[src/rtl/hazard_pkg.sv]
`default_nettype none
// ============================================================================
// Module      : hazard_pkg
// Description : Shared types and constants for the RV32I pipeline hazard
//               controller: FSM state encoding, the x0 register index and the
//               performance-counter width.
// Revision    : 1.0 - initial release
// ============================================================================
package hazard_pkg;

    // Hazard controller FSM states (value visible on o_state)
    typedef enum logic [1:0] {
        ST_RUN     = 2'd0,
        ST_LDUSE   = 2'd1,
        ST_MEMWAIT = 2'd2
    } hz_state_e;

    // Architectural zero register, never a real data dependency
    localparam logic [4:0] REG_X0 = 5'd0;

    // Width of the stall/flush performance counters
    localparam int CNT_W = 32;

endpackage : hazard_pkg
`default_nettype wire

[src/rtl/hazard_lu_cmp.sv]
`default_nettype none
// ============================================================================
// Module      : hazard_lu_cmp
// Description : Combinational load-use hazard detector. Flags when the load
//               in EX writes a register that the ID instruction actually
//               reads. A load to x0 never creates a hazard.
// Ports       : i_id_rs1_addr/i_id_rs2_addr - ID source register indices
//               i_id_rs1_used/i_id_rs2_used - ID instruction reads rs1/rs2
//               i_ex_rd_addr                - EX destination register
//               i_ex_rd_wren                - EX instruction writes rd
//               i_ex_mem_rden               - EX instruction is a load
//               o_lu                        - load-use hazard present
// Revision    : 1.0 - initial release
// ============================================================================
module hazard_lu_cmp
    import hazard_pkg::*;
(
    input  logic [4:0] i_id_rs1_addr,
    input  logic [4:0] i_id_rs2_addr,
    input  logic       i_id_rs1_used,
    input  logic       i_id_rs2_used,
    input  logic [4:0] i_ex_rd_addr,
    input  logic       i_ex_rd_wren,
    input  logic       i_ex_mem_rden,
    output logic       o_lu
);

    logic w_ex_load_wr;
    logic w_rs1_hit;
    logic w_rs2_hit;

    // A load only matters if it really lands in a non-zero register
    assign w_ex_load_wr = i_ex_mem_rden & i_ex_rd_wren & (i_ex_rd_addr != REG_X0);

    // Unused source fields may hold garbage encodings, so gate by the used bits
    assign w_rs1_hit = i_id_rs1_used & (i_id_rs1_addr == i_ex_rd_addr);
    assign w_rs2_hit = i_id_rs2_used & (i_id_rs2_addr == i_ex_rd_addr);

    assign o_lu = w_ex_load_wr & (w_rs1_hit | w_rs2_hit);

endmodule : hazard_lu_cmp
`default_nettype wire

[src/rtl/hazard_ctrl.sv]
`default_nettype none
// ============================================================================
// Module      : hazard_ctrl
// Description : Pipeline hazard controller for the 5-stage RV32I core.
//               Generates PC stall and per-stage pipeline-register stall and
//               flush controls for load-use hazards, EX-stage redirects and
//               data-memory busy freezes. Controls are Mealy (same-cycle).
//               Also keeps stall/flush performance counters and a sticky
//               data-memory busy timeout flag.
// Ports       : i_clk, i_rst        - clock, synchronous active-high reset
//               i_id_*              - ID-stage source registers / used bits
//               i_ex_*              - EX-stage rd, write enable, load, redirect
//               i_lsu_busy          - DMEM not ready for the MEM-stage access
//               o_pc_stall          - hold PC
//               o_ifid_stall/flush  - hold / bubble IF/ID
//               o_idex_stall/flush  - hold / bubble ID/EX
//               o_exmem_stall       - hold EX/MEM
//               o_memwb_flush       - bubble into MEM/WB
//               o_stall_cnt         - cycles with o_pc_stall asserted
//               o_flush_cnt         - redirect flush events
//               o_mem_timeout       - sticky busy-timeout error
//               o_state             - FSM state (debug)
// Revision    : 1.0 - initial release
// ============================================================================
module hazard_ctrl
    import hazard_pkg::*;
#(
    parameter int LOAD_LAT    = 1,
    parameter int MEM_TIMEOUT = 16
) (
    input  logic             i_clk,
    input  logic             i_rst,
    input  logic [4:0]       i_id_rs1_addr,
    input  logic [4:0]       i_id_rs2_addr,
    input  logic             i_id_rs1_used,
    input  logic             i_id_rs2_used,
    input  logic [4:0]       i_ex_rd_addr,
    input  logic             i_ex_rd_wren,
    input  logic             i_ex_mem_rden,
    input  logic             i_ex_redirect,
    input  logic             i_lsu_busy,
    output logic             o_pc_stall,
    output logic             o_ifid_stall,
    output logic             o_ifid_flush,
    output logic             o_idex_stall,
    output logic             o_idex_flush,
    output logic             o_exmem_stall,
    output logic             o_memwb_flush,
    output logic [CNT_W-1:0] o_stall_cnt,
    output logic [CNT_W-1:0] o_flush_cnt,
    output logic             o_mem_timeout,
    output logic [1:0]       o_state
);

    localparam int                  c_BUSY_W   = $clog2(MEM_TIMEOUT + 1);
    localparam logic [c_BUSY_W-1:0] c_BUSY_MAX = c_BUSY_W'(MEM_TIMEOUT);
    // The first bubble is taken in RUN, the remaining LOAD_LAT-1 in LDUSE
    localparam logic [1:0]          c_BUB_INIT = 2'(LOAD_LAT - 1);

    // ------------------------------------------------------------------
    // State
    // ------------------------------------------------------------------
    hz_state_e           r_state;
    hz_state_e           r_ret_state;
    logic [1:0]          r_bub_cnt;
    logic [c_BUSY_W-1:0] r_busy_cnt;
    logic [CNT_W-1:0]    r_stall_cnt;
    logic [CNT_W-1:0]    r_flush_cnt;
    logic                r_mem_timeout;

    // ------------------------------------------------------------------
    // Combinational controls and next-state
    // ------------------------------------------------------------------
    hz_state_e           w_eval_state;
    hz_state_e           w_state_nxt;
    hz_state_e           w_ret_nxt;
    logic [1:0]          w_bub_nxt;
    logic [c_BUSY_W-1:0] w_busy_nxt;
    logic                w_redir_evt;
    logic                w_lu;
    logic                w_pc_stall;
    logic                w_ifid_stall;
    logic                w_ifid_flush;
    logic                w_idex_stall;
    logic                w_idex_flush;
    logic                w_exmem_stall;
    logic                w_memwb_flush;

    hazard_lu_cmp u_lu_cmp (
        .i_id_rs1_addr (i_id_rs1_addr),
        .i_id_rs2_addr (i_id_rs2_addr),
        .i_id_rs1_used (i_id_rs1_used),
        .i_id_rs2_used (i_id_rs2_used),
        .i_ex_rd_addr  (i_ex_rd_addr),
        .i_ex_rd_wren  (i_ex_rd_wren),
        .i_ex_mem_rden (i_ex_mem_rden),
        .o_lu          (w_lu)
    );

    // Once the memory port frees up, the held cycle is judged by the rules of
    // the state that was interrupted, so the redirect or load still sitting in
    // EX is acted on in that same cycle.
    assign w_eval_state = (r_state == ST_MEMWAIT) ? r_ret_state : r_state;

    always_comb begin
        w_pc_stall    = 1'b0;
        w_ifid_stall  = 1'b0;
        w_ifid_flush  = 1'b0;
        w_idex_stall  = 1'b0;
        w_idex_flush  = 1'b0;
        w_exmem_stall = 1'b0;
        w_memwb_flush = 1'b0;
        w_redir_evt   = 1'b0;
        w_state_nxt   = r_state;
        w_ret_nxt     = r_ret_state;
        w_bub_nxt     = r_bub_cnt;

        if (i_rst) begin
            // Fill the pipe with bubbles while reset is held
            w_ifid_flush  = 1'b1;
            w_idex_flush  = 1'b1;
            w_memwb_flush = 1'b1;
            w_state_nxt   = ST_RUN;
            w_ret_nxt     = ST_RUN;
            w_bub_nxt     = 2'd0;
        end else if (i_lsu_busy) begin
            // Freeze everything upstream of MEM; MEM/WB gets a bubble because
            // the MEM-stage access has not completed. Redirects are ignored
            // here: EX is held, so the redirect is seen again on exit.
            w_pc_stall    = 1'b1;
            w_ifid_stall  = 1'b1;
            w_idex_stall  = 1'b1;
            w_exmem_stall = 1'b1;
            w_memwb_flush = 1'b1;
            w_state_nxt   = ST_MEMWAIT;
            w_ret_nxt     = w_eval_state;
        end else begin
            case (w_eval_state)
                ST_LDUSE: begin
                    w_pc_stall   = 1'b1;
                    w_ifid_stall = 1'b1;
                    w_idex_flush = 1'b1;
                    if (r_bub_cnt <= 2'd1) begin
                        w_bub_nxt   = 2'd0;
                        w_state_nxt = ST_RUN;
                    end else begin
                        w_bub_nxt   = r_bub_cnt - 2'd1;
                        w_state_nxt = ST_LDUSE;
                    end
                end
                default: begin
                    w_state_nxt = ST_RUN;
                    w_ret_nxt   = ST_RUN;
                    if (i_ex_redirect) begin
                        // Redirect beats load-use: the dependent ID
                        // instruction is on the wrong path and gets flushed.
                        w_ifid_flush = 1'b1;
                        w_idex_flush = 1'b1;
                        w_redir_evt  = 1'b1;
                    end else if (w_lu) begin
                        w_pc_stall   = 1'b1;
                        w_ifid_stall = 1'b1;
                        w_idex_flush = 1'b1;
                        if (LOAD_LAT > 1) begin
                            w_bub_nxt   = c_BUB_INIT;
                            w_state_nxt = ST_LDUSE;
                        end
                    end
                end
            endcase
        end
    end

    // Consecutive busy cycles, saturating at the timeout threshold
    always_comb begin
        w_busy_nxt = '0;
        if (i_lsu_busy) begin
            w_busy_nxt = (r_busy_cnt == c_BUSY_MAX) ? r_busy_cnt : r_busy_cnt + c_BUSY_W'(1);
        end
    end

    // ------------------------------------------------------------------
    // Sequential update
    // ------------------------------------------------------------------
    always_ff @(posedge i_clk) begin
        if (i_rst) begin
            r_state       <= ST_RUN;
            r_ret_state   <= ST_RUN;
            r_bub_cnt     <= 2'd0;
            r_busy_cnt    <= '0;
            r_stall_cnt   <= '0;
            r_flush_cnt   <= '0;
            r_mem_timeout <= 1'b0;
        end else begin
            r_state     <= w_state_nxt;
            r_ret_state <= w_ret_nxt;
            r_bub_cnt   <= w_bub_nxt;
            r_busy_cnt  <= w_busy_nxt;
            r_stall_cnt <= r_stall_cnt + CNT_W'(w_pc_stall);
            r_flush_cnt <= r_flush_cnt + CNT_W'(w_redir_evt);
            if (w_busy_nxt == c_BUSY_MAX) begin
                r_mem_timeout <= 1'b1;
            end
        end
    end

    // ------------------------------------------------------------------
    // Outputs: a flush always overrides a stall on the same register
    // ------------------------------------------------------------------
    assign o_pc_stall    = w_pc_stall;
    assign o_ifid_stall  = w_ifid_stall & ~w_ifid_flush;
    assign o_ifid_flush  = w_ifid_flush;
    assign o_idex_stall  = w_idex_stall & ~w_idex_flush;
    assign o_idex_flush  = w_idex_flush;
    assign o_exmem_stall = w_exmem_stall;
    assign o_memwb_flush = w_memwb_flush;
    assign o_stall_cnt   = r_stall_cnt;
    assign o_flush_cnt   = r_flush_cnt;
    assign o_mem_timeout = r_mem_timeout;
    assign o_state       = r_state;

endmodule : hazard_ctrl
`default_nettype wire

[config.mk]
export PLATFORM = sky130hd
export DESIGN_NAME = hazard_ctrl
export DESIGN_NICKNAME = d
export VERILOG_FILES = /design/src/rtl/hazard_pkg.sv /design/src/rtl/hazard_lu_cmp.sv /design/src/rtl/hazard_ctrl.sv
export SDC_FILE = /design/constraint.sdc
export NUM_CORES = 1
export LEC_CHECK = 0
export CORE_UTILIZATION = 44
export DETAILED_ROUTE_END_ITERATION = 10
export PLACE_DENSITY = 0.86
export SLEW_MARGIN = 20
export SYNTH_ARGS = -nofsm -noshare
export SYNTH_HDL_FRONTEND = slang
export SYNTH_SLANG_ARGS = --single-unit
export TNS_END_PERCENT = 10
[constraint.sdc]
create_clock -name i_clk -period 2.6 [get_ports i_clk]
set_input_delay 0.26 -clock i_clk [delete_from_list [all_inputs] [get_ports i_clk]]
set_output_delay 0.26 -clock i_clk [all_outputs]
set_load 0.05 [all_outputs]
==> flow_summary.rst <==
.. list-table::
   :header-rows: 1

   * - Metric
     - Value
   * - Run status
     - finished, final reports clean
   * - CTS Hold Buffers Added
     - 0
   * - PnR Total Power
     - 0.002280 W
   * - Static leakage power
     - 1.847 nW
   * - Final cell area excluding filler cells
     - 0.005328 mm^2
   * - Tmin final
     - 2.550 ns
   * - Switching power
     - 0.0005634 W
   * - Maximum fanout along the worst path
     - 7
   * - Hold Fails Final Rpt
     - 0
   * - DIE WIDTH
     - 94.58 um
   * - Post-route setup slack
     - 0.05039 ns
   * - Number of standard-cell rows in the floorplan
     - 33
   * - Global-route usage over all layers
     - 0.2162
   * - Final net count
     - 581
   * - Y dimension of the die
     - 94.58 um
   * - Gpl congestion
     - 0.8482
   * - Critical path startpoint category
     - input port
   * - DRT Wirelength
     - 9918 um
   * - Distinct cells, synth
     - 45
   * - Share of total power in the clock network
     - 0.404
   * - Total congestion overflow after global routing
     - 0
   * - Max Root-Sink Buffers
     - 2
   * - CTS HTree Levels
     - 3
   * - Number of ports placed on the die boundary
     - 97
   * - Final total negative setup slack
     - 0 ns
   * - Endpoint required time on the critical path
     - 2.90 ns
   * - Post-synthesis cell area
     - 0.003771 mm^2
   * - Initial standard-cell utilization of the core
     - 0.4567
   * - Power density relative to cell area
     - 427.9 mW/mm^2
   * - Internal Dissipation
     - 0.001716 W
   * - Number of instances in the synthesized netlist
     - 443
   * - Largest net degree at the start of global routing
     - 45
   * - Detailed Routing Iterations Pass 1
     - 5
   * - Clock tree from TritonCTS
     - yes
   * - Post-synth EDFFs
     - 0
   * - Critical Path End Type
     - flip-flop
   * - Arrival time of data at the critical path endpoint
     - 2.85 ns
   * - Ranking of synthesized cells by instance count
     - dfxtp_1 (76), nor2_1 (38), a21oi_1 (36)
   * - Top cell type's share of synthesized area
     - 0.4035
   * - Antenna cell count
     - 0
   * - Initial antenna violation count
     - 0
   * - Most common cell in the synthesized netlist
     - dfxtp_1
   * - Worst Path Class, Setup
     - input port to flip-flop
   * - Post-Syn Area per Cell
     - 8.513 um^2
   * - Fraction of layout instances using a drive strength above 1
     - 0.1349
   * - DRC errors left
     - 0
   * - Number of port buffers
     - 96
   * - Post-synth ARST share
     - 0
   * - Setup slack on the worst flop-to-flop path
     - 0.10 ns
   * - Worst-margin pin slew
     - 0.6026 ns
   * - Clock sink total
     - 76
   * - Fraction of power spent switching nets
     - 0.2471
   * - Total of endpoints with negative setup slack in the final report
     - 0
   * - Biggest area consumer among synthesized cells
     - dfxtp_1
   * - Vias in the first global route
     - 3363
   * - Comb power frac
     - 0.081
   * - Clock-pin slew of the registers on the worst-case setup and hold paths
     - 0.09 ns
   * - Kind of path behind the tightest hold check
     - input port to flip-flop
   * - Clk_skew
     - 0.01730 ns
   * - Yosys warning total
     - 0
   * - Net Count, Synth
     - 472
   * - Top achievable clock speed
     - 392.2 MHz
   * - Detailed-placement wirelength estimate
     - 6946 um
   * - Cells taking the most area after synthesis
     - dfxtp_1 (40%), xor2_1 (5.1%), a21oi_1 (4.8%)
   * - Average detailed-routed wire length per instance
     - 15.00 um
   * - Fraction of the yosys area taken by sequential cells
     - 0.4035
   * - Max cap viols
     - 0
   * - Number of routed nets with antenna violations
     - 0
   * - Final critical-path share of the clock period
     - 0.9806
   * - Via-per-instance ratio
     - 5.641
   * - Layout Area Growth over Synthesis
     - 41.27%
   * - Die Outline Area
     - 0.008945 mm^2
   * - Final Slew Violations
     - 0
   * - Setup slack after placement
     - -0.4639 ns
   * - Latest clock arrival within the worst-skew pair
     - 0.36 ns
   * - Starting DRC count in detailed routing
     - 150
   * - Total via count after detailed routing
     - 3729
   * - Number of buffers created by CTS
     - 9
   * - Most frequently used flop master after synthesis
     - dfxtp_1
   * - # fillers
     - 701
   * - Tightest slew margin relative to the limit
     - 0.5972
   * - Maximum ir drop on the vdd rail
     - 0.2074 mV
   * - Flops & latches, synth
     - 76
   * - Total core area
     - 0.008258 mm^2
   * - Share of total power in sequential cells
     - 0.515
   * - First-pass GRT wire length
     - 15320 um
   * - Final Util
     - 0.6452
   * - Standard cell area after detailed placement
     - 0.004980 mm^2
   * - Clock Root Buffer
     - clkbuf_8
per-layer routing:
| metal | routed length (um) | part of all wire | track usage | up-vias |
|---|---|---|---|---|
| li1 | - | - | - | 1851 |
| met1 | 4243 | 0.43 | 0.2617 | 1746 |
| met2 | 4777 | 0.48 | 0.3521 | 109 |
| met3 | 584 | 0.059 | 0.05797 | 23 |
| met4 | 313 | 0.032 | 0.1098 | 0 |
| met5 | 0 | 0 | 0 | - |
power by group through the flow:
stage / combinational, W / clock, W / sequential [W]
after floorplan: 0.0000847 / 0 / 0.00121
after global placement: 0.000175 / 0 / 0.00120
final: 0.000184 / 0.000922 / 0.00117
after detailed placement: 0.000178 / 0 / 0.00120
after global routing: 0.000197 / 0.000981 / 0.00117
after CTS: 0.000179 / 0.000925 / 0.00117
cell usage in the layout (no fill, tap or decap), types with 7 or more instances in the layout:
cell type / count
nor2b_1: 13
clkdlybuf4s50_1: 79
nor4_1: 9
nand3_1: 28
buf_4: 30
o21ai_0: 11
nor2_1: 38
or3_1: 12
or4_1: 19
a21oi_1: 35
inv_1: 8
nand2_1: 27
clkbuf_8: 10
o31ai_1: 17
xnor2_1: 14
dfxtp_1: 74
xor2_1: 22
and4_1: 7
nand4_1: 19
dlymetal6s2s_1: 10
state kept, by name, indices dropped and copies added, names as in the netlist:
name	count
o_flush_cnt	32
o_mem_timeout	1
o_stall_cnt	32
o_state	2
r_bub_cnt	2
r_busy_cnt	5
r_ret_state	2
logic make-up after synthesis:
family	after synthesis	share of synthesized area
simple gates	210	0.3119
compound gates	76	0.1204
flops	76	0.4035
xor+xnor	36	0.08361
buf+inv	32	0.03981
mux	7	0.02090
fa+ha+maj	6	0.01991
worst paths after layout:
path,from,to,cells after the start
max,i_id_rs1_addr[2],o_stall_cnt[26],11
min,i_rst,o_flush_cnt[0],4
max reg2reg,r_ret_state[1],o_stall_cnt[26],9
min reg2reg,r_bub_cnt[0],r_bub_cnt[0],2
what timing repair did:
item / 4_1_cts / 5_1_grt
gates cloned: 0 / 1
pin swaps: 3 / 11
setup buffers: 1 / 2
resized for setup: 2 / 27
endpoints found under the setup margin: 8 / 29
final cells by class:
cell class	count	area [um^2]	area share
well taps	105	131.4	0.02466
clock buffers	10	137.6	0.02583
repair buffers	121	1166	0.2189
clock inverters	5	60.06	0.01127
flip-flops and latches	76	1529	0.2870
inverters	8	30.03	0.005636
multi-input cells	336	2273	0.4267
critical path, stage by stage:
cell and delay (ns):
clkdlybuf4s50_1 0.43, xor2_1 0.18, nor4_2 0.21, a32oi_2 0.20
o22ai_4 0.20, ha_4 0.20, ha_4 0.14, and3_4 0.22
nand3_4 0.12, or4b_4 0.57, a21oi_2 0.12
through the flow:
stage / hold slack (ns) / cells
after floorplan: 0.4454 / 443
after global placement: 0.4525 / 642
after detailed placement: 0.4641 / 642
after CTS: 0.4435 / 658
after global routing: 0.4846 / 661
final: 0.4364 / 661
Power figures use the tool's default switching activity.
